[src/rtl/id_issue_pkg.sv]
// Shared decode constants for id_issue: MIPS opcodes/funct codes plus the
// aluop/alusel encodings carried on the ID/EX bundle.
package id_issue_pkg;

  localparam logic [5:0] EXE_SPECIAL = 6'b000000;
  localparam logic [5:0] EXE_J       = 6'b000010;
  localparam logic [5:0] EXE_BEQ     = 6'b000100;
  localparam logic [5:0] EXE_BNE     = 6'b000101;
  localparam logic [5:0] EXE_ADDI    = 6'b001000;
  localparam logic [5:0] EXE_ORI     = 6'b001101;
  localparam logic [5:0] EXE_LUI     = 6'b001111;
  localparam logic [5:0] EXE_LW      = 6'b100011;
  localparam logic [5:0] EXE_SW      = 6'b101011;

  localparam logic [5:0] EXE_FN_ADD  = 6'b100000;
  localparam logic [5:0] EXE_FN_SUB  = 6'b100010;
  localparam logic [5:0] EXE_FN_AND  = 6'b100100;
  localparam logic [5:0] EXE_FN_OR   = 6'b100101;
  localparam logic [5:0] EXE_FN_SLT  = 6'b101010;

  typedef enum logic [7:0] {
    ALU_NOP = 8'h00,
    ALU_ADD = 8'h20,
    ALU_SUB = 8'h22,
    ALU_AND = 8'h24,
    ALU_OR  = 8'h25,
    ALU_SLT = 8'h2a,
    ALU_J   = 8'h4f,
    ALU_BEQ = 8'h51,
    ALU_BNE = 8'h52,
    ALU_LW  = 8'he3,
    ALU_SW  = 8'heb
  } aluop_e;

  typedef enum logic [2:0] {
    SEL_NOP       = 3'b000,
    SEL_LOGIC     = 3'b001,
    SEL_ARITH     = 3'b100,
    SEL_JUMP      = 3'b110,
    SEL_LOADSTORE = 3'b111
  } alusel_e;

  typedef enum logic [1:0] {
    BR_NONE,
    BR_J,
    BR_BEQ,
    BR_BNE
  } branch_e;

endpackage

[src/rtl/id_scoreboard.sv]
// Per-register load scoreboard: a count per register, set on load issue and
// decremented each cycle EX advances; register 0 is never marked.
module id_scoreboard #(
  parameter int unsigned REG_NUM  = 32,
  parameter int unsigned AW       = 5,
  parameter int unsigned LOAD_LAT = 2
) (
  input  logic          clk,
  input  logic          rst,
  input  logic          advance,
  input  logic          set_en,
  input  logic [AW-1:0] set_addr,
  input  logic [AW-1:0] q1_addr,
  input  logic [AW-1:0] q2_addr,
  output logic          q1_busy,
  output logic          q2_busy
);

  logic [2:0] cnt [REG_NUM];

  always_ff @(posedge clk) begin
    if (rst) begin
      for (int unsigned i = 0; i < REG_NUM; i++) cnt[i] <= '0;
    end else begin
      for (int unsigned i = 0; i < REG_NUM; i++) begin
        // A fresh load on the same register wins over this cycle's decrement.
        if (set_en && i != 0 && set_addr == AW'(i))
          cnt[i] <= 3'(LOAD_LAT);
        else if (advance && cnt[i] != '0)
          cnt[i] <= cnt[i] - 3'd1;
      end
    end
  end

  assign q1_busy = (cnt[q1_addr] != '0);
  assign q2_busy = (cnt[q2_addr] != '0);

endmodule

[src/rtl/id_issue.sv]
// Decode/issue stage: decodes, forwards, checks the load scoreboard, and drives
// a registered ID/EX bundle. ID_PERF_CNT_EN adds issue/stall counters.
module id_issue
  import id_issue_pkg::*;
#(
  parameter int unsigned DATA_W    = 32,
  parameter int unsigned REG_NUM   = 32,
  parameter int unsigned FWD_PORTS = 2,
  parameter int unsigned LOAD_LAT  = 2,
  localparam int unsigned AW = $clog2(REG_NUM)
) (
  input  logic                        clk,
  input  logic                        rst,
  input  logic                        if_valid_i,
  output logic                        if_ready_o,
  input  logic [31:0]                 pc_i,
  input  logic [31:0]                 inst_i,
  output logic [AW-1:0]               reg1_addr_o,
  output logic [AW-1:0]               reg2_addr_o,
  input  logic [DATA_W-1:0]           reg1_data_i,
  input  logic [DATA_W-1:0]           reg2_data_i,
  input  logic [FWD_PORTS-1:0]        fwd_wreg_i,
  input  logic [AW*FWD_PORTS-1:0]     fwd_wd_i,
  input  logic [DATA_W*FWD_PORTS-1:0] fwd_wdata_i,
  output logic                        ex_valid_o,
  input  logic                        ex_ready_i,
  output logic [7:0]                  aluop_o,
  output logic [2:0]                  alusel_o,
  output logic [DATA_W-1:0]           reg1_o,
  output logic [DATA_W-1:0]           reg2_o,
  output logic [AW-1:0]               wd_o,
  output logic                        wreg_o,
  output logic [31:0]                 pc_o,
  output logic [31:0]                 inst_o,
  output logic                        branch_flag_o,
`ifdef ID_PERF_CNT_EN
  output logic [31:0]                 perf_issue_o,
  output logic [31:0]                 perf_stall_o,
`endif
  output logic [31:0]                 branch_target_address_o
);

  logic [5:0]        op, funct;
  logic [4:0]        shamt;
  logic [AW-1:0]     rs, rt, rd;
  aluop_e            dec_aluop;
  alusel_e           dec_alusel;
  branch_e           br;
  logic              re1, re2, dec_wreg, is_lw;
  logic [AW-1:0]     dec_wd;
  logic [DATA_W-1:0] imm, src1, src2, fwd1_data, fwd2_data;
  logic              fwd1_hit, fwd2_hit, busy1, busy2, stall, issue, taken;
  logic [31:0]       pc4, target;

  assign op    = inst_i[31:26];
  assign funct = inst_i[5:0];
  assign shamt = inst_i[10:6];
  assign rs    = AW'(inst_i[25:21]);
  assign rt    = AW'(inst_i[20:16]);
  assign rd    = AW'(inst_i[15:11]);

  assign reg1_addr_o = rs;
  assign reg2_addr_o = rt;

  always_comb begin
    dec_aluop  = ALU_NOP;
    dec_alusel = SEL_NOP;
    re1        = 1'b0;
    re2        = 1'b0;
    dec_wreg   = 1'b0;
    dec_wd     = '0;
    imm        = '0;
    br         = BR_NONE;
    is_lw      = 1'b0;
    case (op)
      EXE_SPECIAL: begin
        if (shamt == 5'd0) begin
          case (funct)
            EXE_FN_OR:  begin dec_aluop = ALU_OR;  dec_alusel = SEL_LOGIC; end
            EXE_FN_AND: begin dec_aluop = ALU_AND; dec_alusel = SEL_LOGIC; end
            EXE_FN_SLT: begin dec_aluop = ALU_SLT; dec_alusel = SEL_ARITH; end
            EXE_FN_ADD: begin dec_aluop = ALU_ADD; dec_alusel = SEL_ARITH; end
            EXE_FN_SUB: begin dec_aluop = ALU_SUB; dec_alusel = SEL_ARITH; end
            default: ;
          endcase
          if (dec_aluop != ALU_NOP) begin
            re1 = 1'b1; re2 = 1'b1; dec_wreg = 1'b1; dec_wd = rd;
          end
        end
      end
      EXE_ORI: begin
        dec_aluop = ALU_OR; dec_alusel = SEL_LOGIC;
        re1 = 1'b1; dec_wreg = 1'b1; dec_wd = rt;
        imm = DATA_W'(inst_i[15:0]);
      end
      EXE_ADDI: begin
        dec_aluop = ALU_ADD; dec_alusel = SEL_ARITH;
        re1 = 1'b1; dec_wreg = 1'b1; dec_wd = rt;
        imm = DATA_W'($signed(inst_i[15:0]));
      end
      EXE_LUI: begin
        dec_aluop = ALU_OR; dec_alusel = SEL_LOGIC;
        dec_wreg = 1'b1; dec_wd = rt;
        imm = DATA_W'({inst_i[15:0], 16'h0000});
      end
      EXE_LW: begin
        dec_aluop = ALU_LW; dec_alusel = SEL_LOADSTORE;
        re1 = 1'b1; dec_wreg = 1'b1; dec_wd = rt; is_lw = 1'b1;
        imm = DATA_W'($signed(inst_i[15:0]));
      end
      EXE_SW: begin
        dec_aluop = ALU_SW; dec_alusel = SEL_LOADSTORE;
        re1 = 1'b1; re2 = 1'b1;
      end
      EXE_BEQ: begin
        dec_aluop = ALU_BEQ; dec_alusel = SEL_JUMP;
        re1 = 1'b1; re2 = 1'b1; br = BR_BEQ;
      end
      EXE_BNE: begin
        dec_aluop = ALU_BNE; dec_alusel = SEL_JUMP;
        re1 = 1'b1; re2 = 1'b1; br = BR_BNE;
      end
      EXE_J: begin
        dec_aluop = ALU_J; dec_alusel = SEL_JUMP; br = BR_J;
      end
      default: ;
    endcase
  end

  // Walk ports from oldest to youngest so the lowest index ends up winning.
  always_comb begin
    fwd1_hit  = 1'b0;
    fwd2_hit  = 1'b0;
    fwd1_data = '0;
    fwd2_data = '0;
    for (int unsigned i = 0; i < FWD_PORTS; i++) begin
      if (fwd_wreg_i[FWD_PORTS-1-i] && fwd_wd_i[(FWD_PORTS-1-i)*AW +: AW] == rs) begin
        fwd1_hit  = 1'b1;
        fwd1_data = fwd_wdata_i[(FWD_PORTS-1-i)*DATA_W +: DATA_W];
      end
      if (fwd_wreg_i[FWD_PORTS-1-i] && fwd_wd_i[(FWD_PORTS-1-i)*AW +: AW] == rt) begin
        fwd2_hit  = 1'b1;
        fwd2_data = fwd_wdata_i[(FWD_PORTS-1-i)*DATA_W +: DATA_W];
      end
    end
  end

  assign src1 = !re1 ? '0 : (rs == '0) ? '0 : fwd1_hit ? fwd1_data : reg1_data_i;
  assign src2 = !re2 ? imm : (rt == '0) ? '0 : fwd2_hit ? fwd2_data : reg2_data_i;

  id_scoreboard #(
    .REG_NUM  (REG_NUM),
    .AW       (AW),
    .LOAD_LAT (LOAD_LAT)
  ) u_scoreboard (
    .clk      (clk),
    .rst      (rst),
    .advance  (ex_ready_i),
    .set_en   (issue && is_lw),
    .set_addr (rt),
    .q1_addr  (rs),
    .q2_addr  (rt),
    .q1_busy  (busy1),
    .q2_busy  (busy2)
  );

  assign stall      = (re1 && rs != '0 && busy1) || (re2 && rt != '0 && busy2);
  assign if_ready_o = !rst && !stall && (!ex_valid_o || ex_ready_i);
  assign issue      = if_valid_i && if_ready_o;

  assign pc4    = pc_i + 32'd4;
  assign taken  = (br == BR_J) || (br == BR_BEQ && src1 == src2) || (br == BR_BNE && src1 != src2);
  assign target = (br == BR_J) ? {pc4[31:28], inst_i[25:0], 2'b00}
                               : pc4 + {{14{inst_i[15]}}, inst_i[15:0], 2'b00};

  always_ff @(posedge clk) begin
    if (rst) begin
      ex_valid_o              <= 1'b0;
      aluop_o                 <= ALU_NOP;
      alusel_o                <= SEL_NOP;
      reg1_o                  <= '0;
      reg2_o                  <= '0;
      wd_o                    <= '0;
      wreg_o                  <= 1'b0;
      pc_o                    <= '0;
      inst_o                  <= '0;
      branch_flag_o           <= 1'b0;
      branch_target_address_o <= '0;
    end else begin
      branch_flag_o           <= issue && taken;
      branch_target_address_o <= (issue && taken) ? target : '0;
      if (issue) begin
        ex_valid_o <= 1'b1;
        aluop_o    <= dec_aluop;
        alusel_o   <= dec_alusel;
        reg1_o     <= src1;
        reg2_o     <= src2;
        wd_o       <= dec_wd;
        wreg_o     <= dec_wreg;
        pc_o       <= pc_i;
        inst_o     <= inst_i;
      end else if (ex_ready_i) begin
        ex_valid_o <= 1'b0;
      end
    end
  end

`ifdef ID_PERF_CNT_EN
  always_ff @(posedge clk) begin
    if (rst) begin
      perf_issue_o <= '0;
      perf_stall_o <= '0;
    end else begin
      if (issue)               perf_issue_o <= perf_issue_o + 32'd1;
      if (if_valid_i && stall) perf_stall_o <= perf_stall_o + 32'd1;
    end
  end
`endif

endmodule

[config.mk]
export PLATFORM = sky130hd
export DESIGN_NAME = id_issue
export DESIGN_NICKNAME = d
export VERILOG_FILES = /design/src/rtl/id_issue_pkg.sv /design/src/rtl/id_scoreboard.sv /design/src/rtl/id_issue.sv
export SDC_FILE = /design/constraint.sdc
export NUM_CORES = 1
export LEC_CHECK = 0
export BUFFER_PORTS_ARGS = -buffer_cell sky130_fd_sc_hd__buf_4
export CORE_MARGIN = 2
export CORE_UTILIZATION = 30
export DETAILED_ROUTE_END_ITERATION = 8
export HOLD_SLACK_MARGIN = 0.03
export PLACE_DENSITY_LB_ADDON = 0.12
export SYNTH_ARGS = -nofsm -noshare
export SYNTH_HDL_FRONTEND = slang
export SYNTH_SLANG_ARGS = --single-unit
[constraint.sdc]
create_clock -name clk -period 4.71 [get_ports clk]
set_clock_uncertainty 0.15 [all_clocks]
set_input_delay 0.2355 -clock clk [delete_from_list [all_inputs] [get_ports clk]]
set_output_delay 0.2355 -clock clk [all_outputs]
set_load 0.05 [all_outputs]
## Yosys cells after proc, flatten, opt, wreduce, memory -nomap -nowiden

Memory sizes are Yosys's and may differ from the RTL's.
Index checks and enable logic that the tools add are counted.

| storage, ports and cells | value |
|---|---|
| bits in registers | 179 |
| logic and storage cells | 623 |
| memories | 1 |
| RAM bits | 96 |

Memory list:

| name | words | bits a word | read ports | clocked after memory_dff | wr ports | line | RTL |
|---|---|---|---|---|---|---|---|
| u_scoreboard.cnt | 32 | 3 | 34 | 0 | 32 | id_scoreboard.sv:19 | `logic [2:0] cnt [REG_NUM];` |

| cells by class | value |
|---|---|
| reductions and logical operators | 138 |
| bitwise logic cells | 64 |
| eq/ne operators | 53 |
| add/subtract/negate cells | 34 |
| multiplexer cells | 321 |

Operators by type and width:

| operator | count |
|---|---|
| 32-bit two-way mux | 11 |
| 1-bit two-way mux | 231 |
| 3-bit two-way mux | 64 |
| 3-bit nonzero test | 34 |
| 32-bit one-hot mux with 3 select lines | 1 |
| 3-bit by 1-bit subtractor with 3-bit output, second input constant | 32 |
| 5-bit equality test, second input constant | 16 |
| 1-bit logical AND | 78 |
| 8-bit one-hot mux with 8 select lines | 1 |
| 1-bit OR | 63 |
| 6-bit equality test, second input constant | 7 |
| 5-bit by 4-bit equality test with 1-bit output, second input constant | 8 |
| 32-bit by 3-bit adder with 32-bit output, second input constant | 1 |
| 32-bit adder | 1 |
| 32-bit equality test | 1 |
| 32-bit != test | 1 |
| 6-bit one-hot mux with 5 select lines | 1 |
| 8-bit two-way mux | 3 |
| 5-bit by 3-bit equality test with 1-bit output, second input constant | 4 |
| 5-bit equality test | 4 |
| 6-bit by 4-bit equality test with 1-bit output, second input constant | 3 |
| 5-bit logical NOT | 3 |
| 3-bit one-hot mux with 5 select lines | 1 |
| 6-bit by 3-bit equality test with 1-bit output, second input constant | 2 |
| other kinds (21) | 39 |

## Depth between registers and ports, before layout

Gate-level depths: netlist of the first run.

| depth | value |
|---|---|
| word-level depth | 22 |
| gate-level depth with buffers | 19 |

## By module

Synthesis of the first run repeated with hierarchy kept, for this count alone.

| unflattened totals | value |
|---|---|
| cell total of the unflattened synthesis | 2174 |
| area, all modules | 17744.5 um^2 |

Modules (own cells, without submodules):

| module | times used | cells each | area an instance (um^2) |
|---|---|---|---|
| id_issue | 1 | 1494 | 11278.3 |
| id_scoreboard | 1 | 680 | 6466.2 |

## Worst setup path before layout of the first run

Ideal clock, no wire load.

| path | value |
|---|---|
| path type | input -> register |
| start | input pc_i[6] |
| end | register branch_target_address_o[31] |
| path slack | 1.121 ns |
| required time | 4.445 ns |
| data arrival time | 3.323 ns |
| cell stages on the path | 19 |
| cell sequence | and3_1 -> and3_1 -> nand2_1 -> nor2_1 -> nand2_1 -> nor3_1 -> xor2_1 -> ha_1 -> a21oi_1 -> o21bai_1 -> a21oi_1 -> nand2_1 -> o221ai_1 -> o21ai_0 -> a21oi_1 -> xnor2_1 -> nor2_1 -> xnor2_1 -> nor2_2 |

| on the way | value |
|---|---|
| word-level cells in the longest chain between the ends | 3 |

RTL lines:

| element | line | RTL |
|---|---|---|
| from (decl) | id_issue.sv:16 | `input logic [31:0] pc_i,` |
| 32-bit by 3-bit adder with 32-bit output * | id_issue.sv:171 | `assign pc4 = pc_i + 32'd4;` |
| 32-bit adder | id_issue.sv:174 | `: pc4 + {{14{inst_i[15]}}, inst_i[15:0], 2'b00};` |
| 32-bit two-way mux * | id_issue.sv:173 | `assign target = (br == BR_J) ? {pc4[31:28], inst_i[25:0], 2'b00}` |
| to (signal assigned) | id_issue.sv:191 | `branch_target_address_o <= (issue && taken) ? target : '0;` |
| to (decl) | id_issue.sv:40 | `output logic [31:0] branch_target_address_o` |

Every way passes the cells marked *; elsewhere a longest branch is shown, timed or not.
A chain may end at the register's enable or synchronous reset.

## Worst setup path in the final report of the first run

| path | value |
|---|---|
| start | input inst_i[21] |
| end | register pc_o[23] |

| on the way | value |
|---|---|
| word-level cells in the longest chain between the ends | 8 |
| elaborated cells between the ends (all ways) | 10 |
| those cells by class | reduce/logical (9); memory (1) |

RTL lines:

| element | line | RTL |
|---|---|---|
| from (decl) | id_issue.sv:17 | `input logic [31:0] inst_i,` |
| memory 32 x 3 bit / 5-bit nonzero test (equally long branches) | - |  |
| 3-bit nonzero test / 1-bit logical AND (equally long branches) | id_scoreboard.sv:35, id_issue.sv:167 |  |
| 1-bit logical AND * | id_issue.sv:167 | `assign stall = (re1 && rs != '0 && busy1) \|\| (re2 && rt != '0 && busy2);` |
| 1-bit logical OR * | id_issue.sv:167 |  |
| 1-bit logical NOT * | id_issue.sv:168 | `assign if_ready_o = !rst && !stall && (!ex_valid_o \|\| ex_ready_i);` |
| 1-bit logical AND * (2 in series) | id_issue.sv:168 |  |
| 1-bit logical AND * | id_issue.sv:169 | `assign issue = if_valid_i && if_ready_o;` |
| to (signal assigned) | id_issue.sv:200 | `pc_o <= pc_i;` |
| to (decl) | id_issue.sv:33 | `output logic [31:0] pc_o,` |

Marks and branches as above.

==> metrics.txt, run 1 <==
Routed WL=77580 µm; final setup fails=0; RSZ-0062 raised after global routing=no; Peak Freq=220.2 MHz; setup TNS=0 ns; Post-Place Cell Area=0.02162 mm²; GRT Total Usage=around a quarter; P&R area growth vs syn=31.99%; Pleak=roughly 10 nW; met2 usage=40.94%; final hold violation count=0; CTS tree=yes; vias in the first global route=roughly 18000; die width=248.5 µm; Max Buffers Root-to-Sink=3; slowest cell on the critical path=dlygate4sd3_1; cts bufs inserted=37; Worst Path Arrival=4.83 ns; Post-synth EDFFs=96; cell area after synthesis=0.01793 mm²; Overflow after GRT=0; Wirelength per Cell=23.59 µm; Pwr per Cell Area=319.3 mW/mm²; Seq/Total Area, Yosys=between 30% and 40%; Tot Pwr=7.556 mW; worst setup path class=input pin to flip-flop; syn_nets=2367; hold slack=0.06462 ns; CTS Sinks=275; Reg clk slew, reported paths=approximately 0.060 ns; core footprint=0.05902 mm²; RePlAce Congestion=0.9632; Post-CTS Setup Bufs=0; Post-DRT Antenna Nets=0; CP required=approximately 5 ns; largest net degree at the start of global routing=89; GRT Max-Usage Layer=met2; Tcrit/Tclk final=96.42%; outcome=completed; flops & latches, synth=between 200 and 300; max_slew headroom=28.39%; Final Max Tran Viols=0; Synth Area per Inst=8.686 µm²; worst min path class=input pin to flip-flop; Unique masters post-synth=97; pre-CTS setup slack=0.4533 ns; GRT met3 Usage=4.962%; crit end category=flip-flop; nets=2788; design area=0.02366 mm²; PnR worst setup slack=around 0.17 ns; worst vdd ir=176.3 µV; DP Cell Count=3141; maxcap violations=0; grt met1 use=30.06%; Critical Path Source Type=input pin; Final Non-Filler Cells=3289; die area=0.06173 mm²; area share of the largest cell type after synthesis=19.99%; # IOs=398; cell taking the most area after synthesis=dfxtp_1; Tightest Pin Transition=1.074 ns; Final min period=4.542 ns; Die H=248.5 µm; first-pass GRT wire length=114600 µm; Synth area leaders=dfxtp_1, edfxtp_1, ha_1, nor2_1, mux2i_1; final core utilization=40.10%; worst-path cell chain=dlygate4sd3_1, buf_4, mux4_2, mux4_2, nand2_1, o211ai_1, nand4_1, buf_12, buf_4, mux2i_1, nor2_1, dlygate4sd3_1; H-Tree Depth=2; # DRC=0; layout cells sized above 1=24.78%; DRT iter0 DRCs=1134; Row Count=89; clk_lat worst skew=between 0.5 and 0.6 ns; number of port buffers=roughly 400; Yosys Warn Count=0; antenna violations before repair=2; peak per-stage delay on the critical path=0.59 ns; cell count after synthesis=2064; DR pass1 iterations=9; number of fill cells in the layout=5994; placed wire-length estimate=58290 µm; crit-path max FO=88; DR vias/cell=5.427; ys flop type=dfxtp_1; clk root buf=clkbuf_16; Starting Density=30.38%; FFs w/ async S/R, synth=0%; via count=roughly 18000
## sequential cells by signal, indices dropped and copies added (netlist names)
register,cells
u_scoreboard.cnt,96
branch_target_address_o,32
inst_o,32
pc_o,32
reg1_o,32
reg2_o,32
aluop_o,8
wd_o,5
alusel_o,3
branch_flag_o,1
ex_valid_o,1
wreg_o,1
## placed cells by master, fill, tap and decap left out, types with 10 or more instances in the layout
cell,netlist,layout
a211o_1,10,10
a211oi_1,50,50
a21o_1,10,10
a21oi_1,104,104
a21oi_2,11,11
a22oi_1,19,19
a31o_2,12,12
a31oi_1,48,48
and3_1,37,36
buf_4,19,456
clkbuf_16,0,39
clkbuf_8,0,12
dfxtp_1,179,179
dlygate4sd3_1,0,78
edfxtp_1,96,96
ha_1,94,94
inv_1,110,110
mux2i_1,81,81
mux4_2,19,19
nand2_1,126,125
nand2b_1,11,11
nand3_1,81,81
nand4_1,12,12
nor2_1,286,285
nor2_2,16,17
nor3_1,79,79
nor4_1,44,44
o211ai_1,16,16
o21ai_0,65,65
o221ai_1,20,20
o31a_1,14,14
o31ai_1,16,16
or3_1,12,12
xnor2_1,47,47
xor2_1,34,34
## report_power, final
group | leakage [nW] | internal, mW | switching (mW)
combinational | 6.86 | 0.746 | 1.17
clock | 0.615 | 1.76 | 1.13
sequential | 2.48 | 2.65 | 0.103
total | 9.96 | 5.16 | 2.40
## layer usage
layer / vias up / part of all wire (%)
met4: 0 / 4.0
met2: 682 / 48
met3: 128 / 6.5
li1: 8398 / -
met1: 8643 / 42
met5: - / 0
## synthesized netlist by cell type (19+ instances only)
cell      count
nor2_1      286
dfxtp_1     179
nand2_1     126
inv_1       110
a21oi_1     104
edfxtp_1     96
ha_1         94
clkbuf_1     86
mux2i_1      81
nand3_1      81
nor3_1       79
o21ai_0      65
a211oi_1     50
a31oi_1      48
xnor2_1      47
nor4_1       44
and3_1       37
xor2_1       34
buf_2        32
o221ai_1     20
a22oi_1      19
buf_4        19
mux4_2       19
## repair_timing
item / CTS / global route
endpoints found under the setup margin: 0 / 4
endpoints found under the hold margin: 110 / 0
hold buffers: 78 / 0
gates resized for setup: 0 / 1
## worst max-delay path: cells and delay by family
family                 cells  cell delay, ns
and+or+nand+nor            3            0.56
muxes                      3            1.34
buffers and inverters      5            2.23
AOI/OAI and AO/OA          1            0.20
## layout make-up
cell class | instances | area, µm² | area share [%]
inverters | 112 | 420.4 | 1.777
flip-flops and latches | 275 | 6466 | 27.33
diodes | 2 | 5.005 | 0.02115
repair buffers | 539 | 4295 | 18.15
clock buffers | 59 | 1171 | 4.949
multi-input cells | 1520 | 10260 | 43.34
well taps | 773 | 967.2 | 4.087
clock inverters | 9 | 82.58 | 0.3490
## final timing paths
| kind | from | to | slack [ns] | depth (start not counted) |
|---|---|---|---|---|
| worst max register to register | u_scoreboard.cnt[18][0] | pc_o[23] | 0.32 | 11 |
| worst min-delay path | fwd_wdata_i[30] | reg2_o[30] | 0.06 | 4 |
| worst max-delay path | inst_i[21] | pc_o[23] | 0.17 | 12 |
| worst min register to register | reg1_o[6] | reg1_o[6] | 0.31 | 2 |
## cells by family after synthesis
family,count (synthesis),synth area share [%]
simple gates,768,20.73
compound gates,469,18.23
flops,275,36.07
buf+inv,269,6.825
mux,102,7.097
fa+ha+maj,96,6.728
xor+xnor,85,4.320
Power figures use the tool's default switching activity.
==> run 2, diff against run 1 <==
--- a/config.mk
+++ b/config.mk
@@ -6,6 +6,9 @@
 export NUM_CORES = 1
 export LEC_CHECK = 0
 export BUFFER_PORTS_ARGS = -buffer_cell sky130_fd_sc_hd__buf_4
+export CELL_PAD_IN_SITES_DETAIL_PLACEMENT = 1
+export CELL_PAD_IN_SITES_GLOBAL_PLACEMENT = 2
+export CORE_ASPECT_RATIO = 0.8
 export CORE_MARGIN = 2
 export CORE_UTILIZATION = 30
 export DETAILED_ROUTE_END_ITERATION = 8
@@ -13,4 +16,5 @@
 export PLACE_DENSITY_LB_ADDON = 0.12
 export SYNTH_ARGS = -nofsm -noshare
 export SYNTH_HDL_FRONTEND = slang
+export SYNTH_HIERARCHICAL = 1
 export SYNTH_SLANG_ARGS = --single-unit
==> run 2 against run 1 <==
  * The flow now finishes with violations (DRC)
  * Largest power group unchanged
  * Hold slack lost 0.0046 ns
  * Sequential cell count did not move
  * Largest cell class unchanged
  * Non-clock buffer count is 8 higher
==> metrics.txt, run 2 <==
outcome=finished, violations left; failing checks=DRC; cts bufs inserted=36; CP Capture Point=branch_target_address_o[29]; placed wire-length estimate=60010 µm; Final Non-Filler Cells=3409; sequential power share=a little under two fifths; nets=just under 3000; Tightest Pin Transition=1.071 ns; peak per-stage delay on the critical path=0.62 ns; Post-DRT Antenna Nets=0; Critical Path Source Type=input pin; Peak Freq=~220 MHz; worst path bufs/invs=2; critical path depth=18; GRT Total Usage=between 20% and 30%; Logic pwr share=~25%; worst setup path class=input pin to flip-flop; vias in the first global route=18872; # DRC=25; CP dominant cell by count=and3_1; most frequent cells in the layout=buf_4, nor2_1, nand2_1, a21oi_1, dfxtp_1; Tcrit/Tclk final=~94%; largest net degree at the start of global routing=approximately 150; Post-CTS Setup Bufs=0; CTS Sinks=approximately 280; R2R Setup Slk=approximately 0.68 ns; worst r2r src=u_scoreboard/cnt[26][2]; Unique masters post-synth=86; sw frac=32.79%; clk root buf=clkbuf_16; setup TNS=0 ns; Synth area leaders=dfxtp_1, edfxtp_1, ha_1, nor2_1, a21oi_1; via count=approximately 19000; top-count cell post-synth=nor2_1; Worst Setup SP=pc_i[5]; antenna violations before repair=10; RSZ-0062 raised after global routing=no; Die H=221.5 µm; Tot Pwr=7.380 mW; CP top delay family=simple AND/OR/NAND/NOR gates; cell taking the most area after synthesis=dfxtp_1; number of port buffers=397; # IOs=roughly 400; Routed WL=80630 µm; CTS tree=yes; Int Pwr=a little under 5 mW; die width=275.9 µm; DP Cell Count=3266; CP required=5.04 ns; Max Buffers Root-to-Sink=3; ys flop type=dfxtp_1; Pleak=9.784 nW; worst-path cell chain=dlygate4sd3_1, buf_4, and3_1, and3_1, nand4_1, nor2_1, and3_1, xor2_1, ha_1, a21o_1, a21oi_1, o21ai_0, o2bb2ai_1, o31a_1, o21ai_1, nand2b_1, or4b_2, a31oi_1; core footprint=0.05832 mm²; Sw Pwr=2.420 mW; syn_nets=between 2000 and 2500; maxcap violations=0; final setup fails=0; FFs w/ async S/R, synth=0%; commonest non-fill, non-tap cell in the layout=buf_4; Overflow after GRT=0; first-pass GRT wire length=approximately 120000 µm; layout cells sized above 1=between 20% and 30%; Wirelength per Cell=23.65 µm; RePlAce Congestion=0.9054; Seq/Total Area, Yosys=36.44%; clk_lat worst skew=0.56 ns; Final min period=4.446 ns; Register-to-Register Path Depth=11; cell count after synthesis=between 2000 and 2500; crit-path max FO=6; Final Max Tran Viols=0; PnR worst setup slack=0.2640 ns; crit end category=flip-flop; Post-synth EDFFs=96; pre-CTS setup slack=0.08778 ns; H-Tree Depth=2; slowest cell on the critical path=or4b_2; hold slack=between 0.06 and 0.07 ns; cell area after synthesis=0.01774 mm²; worst min path class=input pin to flip-flop; flops & latches, synth=275; area share of the largest cell type after synthesis=about a fifth; P&R area growth vs syn=32.92%; die area=0.06112 mm²; max FFs per register=96; Row Count=79; register with the most flip-flops=u_scoreboard/cnt; Reg clk slew, reported paths=0.06 ns; Post-Place Cell Area=0.02171 mm²; DRT iter0 DRCs=1335; DR pass1 iterations=7; max_slew headroom=28.62%; list of most frequent post-synthesis cells=nor2_1, nand2_1, a21oi_1, dfxtp_1, inv_1; Starting Density=30.43%; design area=0.02359 mm²; FF-to-FF End=u_scoreboard/cnt[29][0]; Synth Area per Inst=a little over 8 µm²; final core utilization=40.44%; final hold violation count=0; Yosys Warn Count=6; worst vdd ir=about 210 µV; Worst Path Arrival=4.78 ns; Clk pwr share=37.8%; DR vias/cell=5.444; Pwr per Cell Area=312.9 mW/mm²
[run 2: cell count changes in the layout (fill, tap and decap cells not counted), sizes merged, moves of 14 or more]
cell / delta
a211o: +23
a21oi: +75
a22oi: -18
a31oi: -17
buf: +17
inv: +19
mux2i: -37
mux4: -14
nand2: +85
nand3: -34
nor4: +36
o21ai: -26
o31ai: -14
[run 2: area by class of cell]
class                           instances  area, µm²
Sequential cell                       275       6466
Inverter                              130      488.0
Clock buffer                           54       1030
Fill cell                            6992      34730
Clock inverter                         11      123.9
Multi-Input combinational cell       1614      10140
Timing Repair Buffer                  547       4358
Tap cell                              769      962.2
Antenna cell                            9      22.52
[run 2: timing repair]
action                                 in CTS  in global routing
hold buffers                               69                  0
setup endpoints to repair                   0                  5
endpoints found under the hold margin     125                  0
gates resized for setup                     0                  5
[run 2: logic make-up (layout without fill, tap and decap cells)]
kind of cell    Yosys count  count (layout)  share of synthesized area (%)
fa+ha+maj                95              95                          6.741
xor+xnor                 89              89                          4.541
mux                      53              53                          3.385
flops                   275             275                          36.44
compound gates          507             507                          18.93
simple gates            870             870                          23.16
buf+inv                 285             742                          6.811
other cells               0               9                              0
[run 2: tightest hold or removal path: stages]
cell	delay, ns
buf_4	0.11
nand2_1	0.05
o221ai_1	0.15
nor2_1	0.12
nor3_1	0.05
[run 2: worst min path at each step]
stage | start | to | slack [ns] | depth (start not counted)
after floorplan | inst_i[13] | branch_target_address_o[15] | 0.22 | 2
after global placement | pc_o[23] | pc_o[23] | 0.29 | 2
after detailed placement | aluop_o[7] | aluop_o[7] | 0.30 | 2
after CTS | fwd_wdata_i[21] | reg2_o[21] | 0.03 | 5
after global routing | inst_i[20] | inst_o[20] | 0.08 | 4
final | fwd_wdata_i[29] | reg2_o[29] | 0.06 | 5
[run 2: power by group through the flow]
stage          combinational (mW)  clock, mW  sequential [mW]
2_1_floorplan               0.916          0             2.96
3_3_place_gp                 1.75          0             2.78
3_5_place_dp                 1.79          0             2.79
4_1_cts                      1.85       2.88             2.74
5_1_grt                      2.01       2.96             2.76
6_report                     1.85       2.79             2.74
[run 2: metal layers]
layer | up-vias | part of all wire [%] | track usage, % | routed length [µm]
li1 | 8697 | - | - | -
met1 | 9233 | 47 | 36.40 | 37740
met4 | 2 | 2.3 | 7.353 | 1854
met3 | 98 | 5.8 | 3.509 | 4639
met2 | 530 | 45 | 40.37 | 36380
met5 | - | 0.016 | 0 | 13
==> run 3, diff against run 2 <==
--- a/config.mk
+++ b/config.mk
@@ -10,7 +10,7 @@
 export CELL_PAD_IN_SITES_GLOBAL_PLACEMENT = 2
 export CORE_ASPECT_RATIO = 0.8
 export CORE_MARGIN = 2
-export CORE_UTILIZATION = 30
+export CORE_UTILIZATION = 32
 export DETAILED_ROUTE_END_ITERATION = 8
 export HOLD_SLACK_MARGIN = 0.03
 export PLACE_DENSITY_LB_ADDON = 0.12
==> run 3 against run 2 <==
  * The run now ends clean
  * Combinational power about the same
  * Clock power up 1%
  * Global-route usage up 0.75 points
  * Critical path depth down 2
  * Power up 0.43%
  * Sequential cell count unchanged
  * Core utilization up 2.5 points
  * Final cell count down 0.79%
  * Critical endpoint is now branch_target_address_o[31]
==> metrics.txt, run 3 (same netlist as run 2, synthesis figures left out) <==
Final min period=4.591 ns; Max Buffers Root-to-Sink=3; largest net degree at the start of global routing=155; Tightest Pin Transition=1.085 ns; CP Capture Point=branch_target_address_o[31]; placed wire-length estimate=58180 µm; Final Non-Filler Cells=3382; setup TNS=0 ns; RSZ-0062 raised after global routing=no; max FFs per register=96; worst r2r src=u_scoreboard/cnt[3][0]; nets=between 2000 and 3000; worst setup path class=input pin to flip-flop; max_slew headroom=27.46%; CTS Sinks=275; number of port buffers=between 300 and 400; commonest non-fill, non-tap cell in the layout=buf_4; maxcap violations=0; final hold violation count=0; Sw Pwr=2.408 mW; RePlAce Congestion=0.8818; Routed WL=just under 80000 µm; Register-to-Register Path Depth=13; # DRC=0; DR vias/cell=about 5.4; Critical Path Source Type=input pin; DR pass1 iterations=5; Overflow after GRT=0; Row Count=just under 80; GRT Total Usage=26.40%; P&R area growth vs syn=33.03%; die width=267.3 µm; first-pass GRT wire length=115800 µm; FF-to-FF End=u_scoreboard/cnt[21][2]; layout cells sized above 1=21.79%; Clk pwr share=a little under two fifths; die area=0.05736 mm²; Worst Path Arrival=4.91 ns; clk_lat worst skew=0.56 ns; Pwr per Cell Area=roughly 310 mW/mm²; Sequential cell area=0.006466 mm²; Starting Density=32.26%; design area=0.02361 mm²; crit end category=flip-flop; clk root buf=clkbuf_16; PnR worst setup slack=about 0.12 ns; antenna violations before repair=3; area of the multi-input gates=0.01014 mm²; # IOs=398; pre-CTS setup slack=0.07535 ns; DRT iter0 DRCs=1105; CTS tree=yes; Post-Place Cell Area=roughly 0.022 mm²; Int Pwr=5.003 mW; Tcrit/Tclk final=97.46%; Pleak=9.810 nW; Worst Setup SP=inst_i[26]; Peak Freq=217.8 MHz; outcome=completed; Final Max Tran Viols=0; R2R Setup Slk=0.43 ns; CP required=5.03 ns; via count=18301; DP Cell Count=3244; H-Tree Depth=2; Post-DRT Antenna Nets=0; Logic pwr share=approximately 25%; worst min path class=input pin to flip-flop; sw frac=between 30 and 40%; final setup fails=0; register with the most flip-flops=u_scoreboard/cnt; Die H=214.6 µm; core footprint=0.05501 mm²; most frequent cells in the layout=buf_4, nor2_1, nand2_1, a21oi_1, dfxtp_1; number of fill cells in the layout=6525; hold slack=between 0.07 and 0.08 ns; Wirelength per Cell=23.04 µm; sequential power share=36.9%; worst vdd ir=219.2 µV; crit-path max FO=26; cts bufs inserted=35; vias in the first global route=roughly 18000; Reg clk slew, reported paths=around 0.06 ns
[run 3: critical path, stage by stage]
cell and delay (ns):
dlygate4sd3_1 0.56, buf_4 0.19, or4b_1 0.50, a211oi_1 0.47, buf_4 0.19, and2_1 0.35, buf_4 0.22, a21oi_1 0.12
o31ai_2 0.18, and3_1 0.22, o32ai_1 0.17, nor4_2 0.47, nand4_1 0.31, mux2i_4 0.30, buf_12 0.18, nor3b_1 0.20
[run 3: repair_timing]
action | 4_1_cts | 5_1_grt
buffers inserted | 0 | 0
endpoints found under the hold margin | 134 | 0
hold buffers | 72 | 0
gates resized for setup | 0 | 6
endpoints found under the setup margin | 0 | 17
[run 3: worst min-delay path by stage]
stage | endpoint | from | slack [ns] | depth (start not counted)
global placement | inst_o[3] | inst_o[3] | 0.29 | 2
finish | reg2_o[3] | fwd_wdata_i[3] | 0.07 | 4
global route | reg2_o[9] | fwd_wdata_i[9] | 0.08 | 4
detailed placement | pc_o[5] | pc_o[5] | 0.30 | 2
floorplan | branch_target_address_o[15] | inst_i[13] | 0.22 | 2
CTS | reg2_o[9] | fwd_wdata_i[9] | 0.03 | 4
[run 3: through the flow]
stage,utilization (%),total power [mW]
after floorplan,-,3.874
after global routing,42.91,7.753
final,42.91,7.411
after global placement,39.42,4.523
after CTS,42.87,7.481
after detailed placement,39.42,4.566
[run 3: power groups by stage]
stage          Sequential [mW]  Combinational [mW]  Clock (mW)
2_1_floorplan             2.96               0.916           0
3_3_place_gp              2.78                1.75           0
3_5_place_dp              2.78                1.78           0
4_1_cts                   2.73                1.84        2.91
5_1_grt                   2.75                2.01        2.99
6_report                  2.73                1.85        2.83
[run 3: metal layers]
metal | track usage, % | share of wire (%)
met1 | 37.23 | 47
met2 | 40.61 | 44
met3 | 4.513 | 5.8
met4 | 8.895 | 3.2
met5 | 0 | 0.017
[run 3: cell type report]
class | count | area share, %
clock buffer | 48 | 4.267
sequential | 275 | 27.39
clock inverter | 16 | 0.7208
antenna | 2 | 0.02120
tap | 750 | 3.975
timing repair buffer | 547 | 18.60
inverter | 130 | 2.067
multi-input combinational | 1614 | 42.96
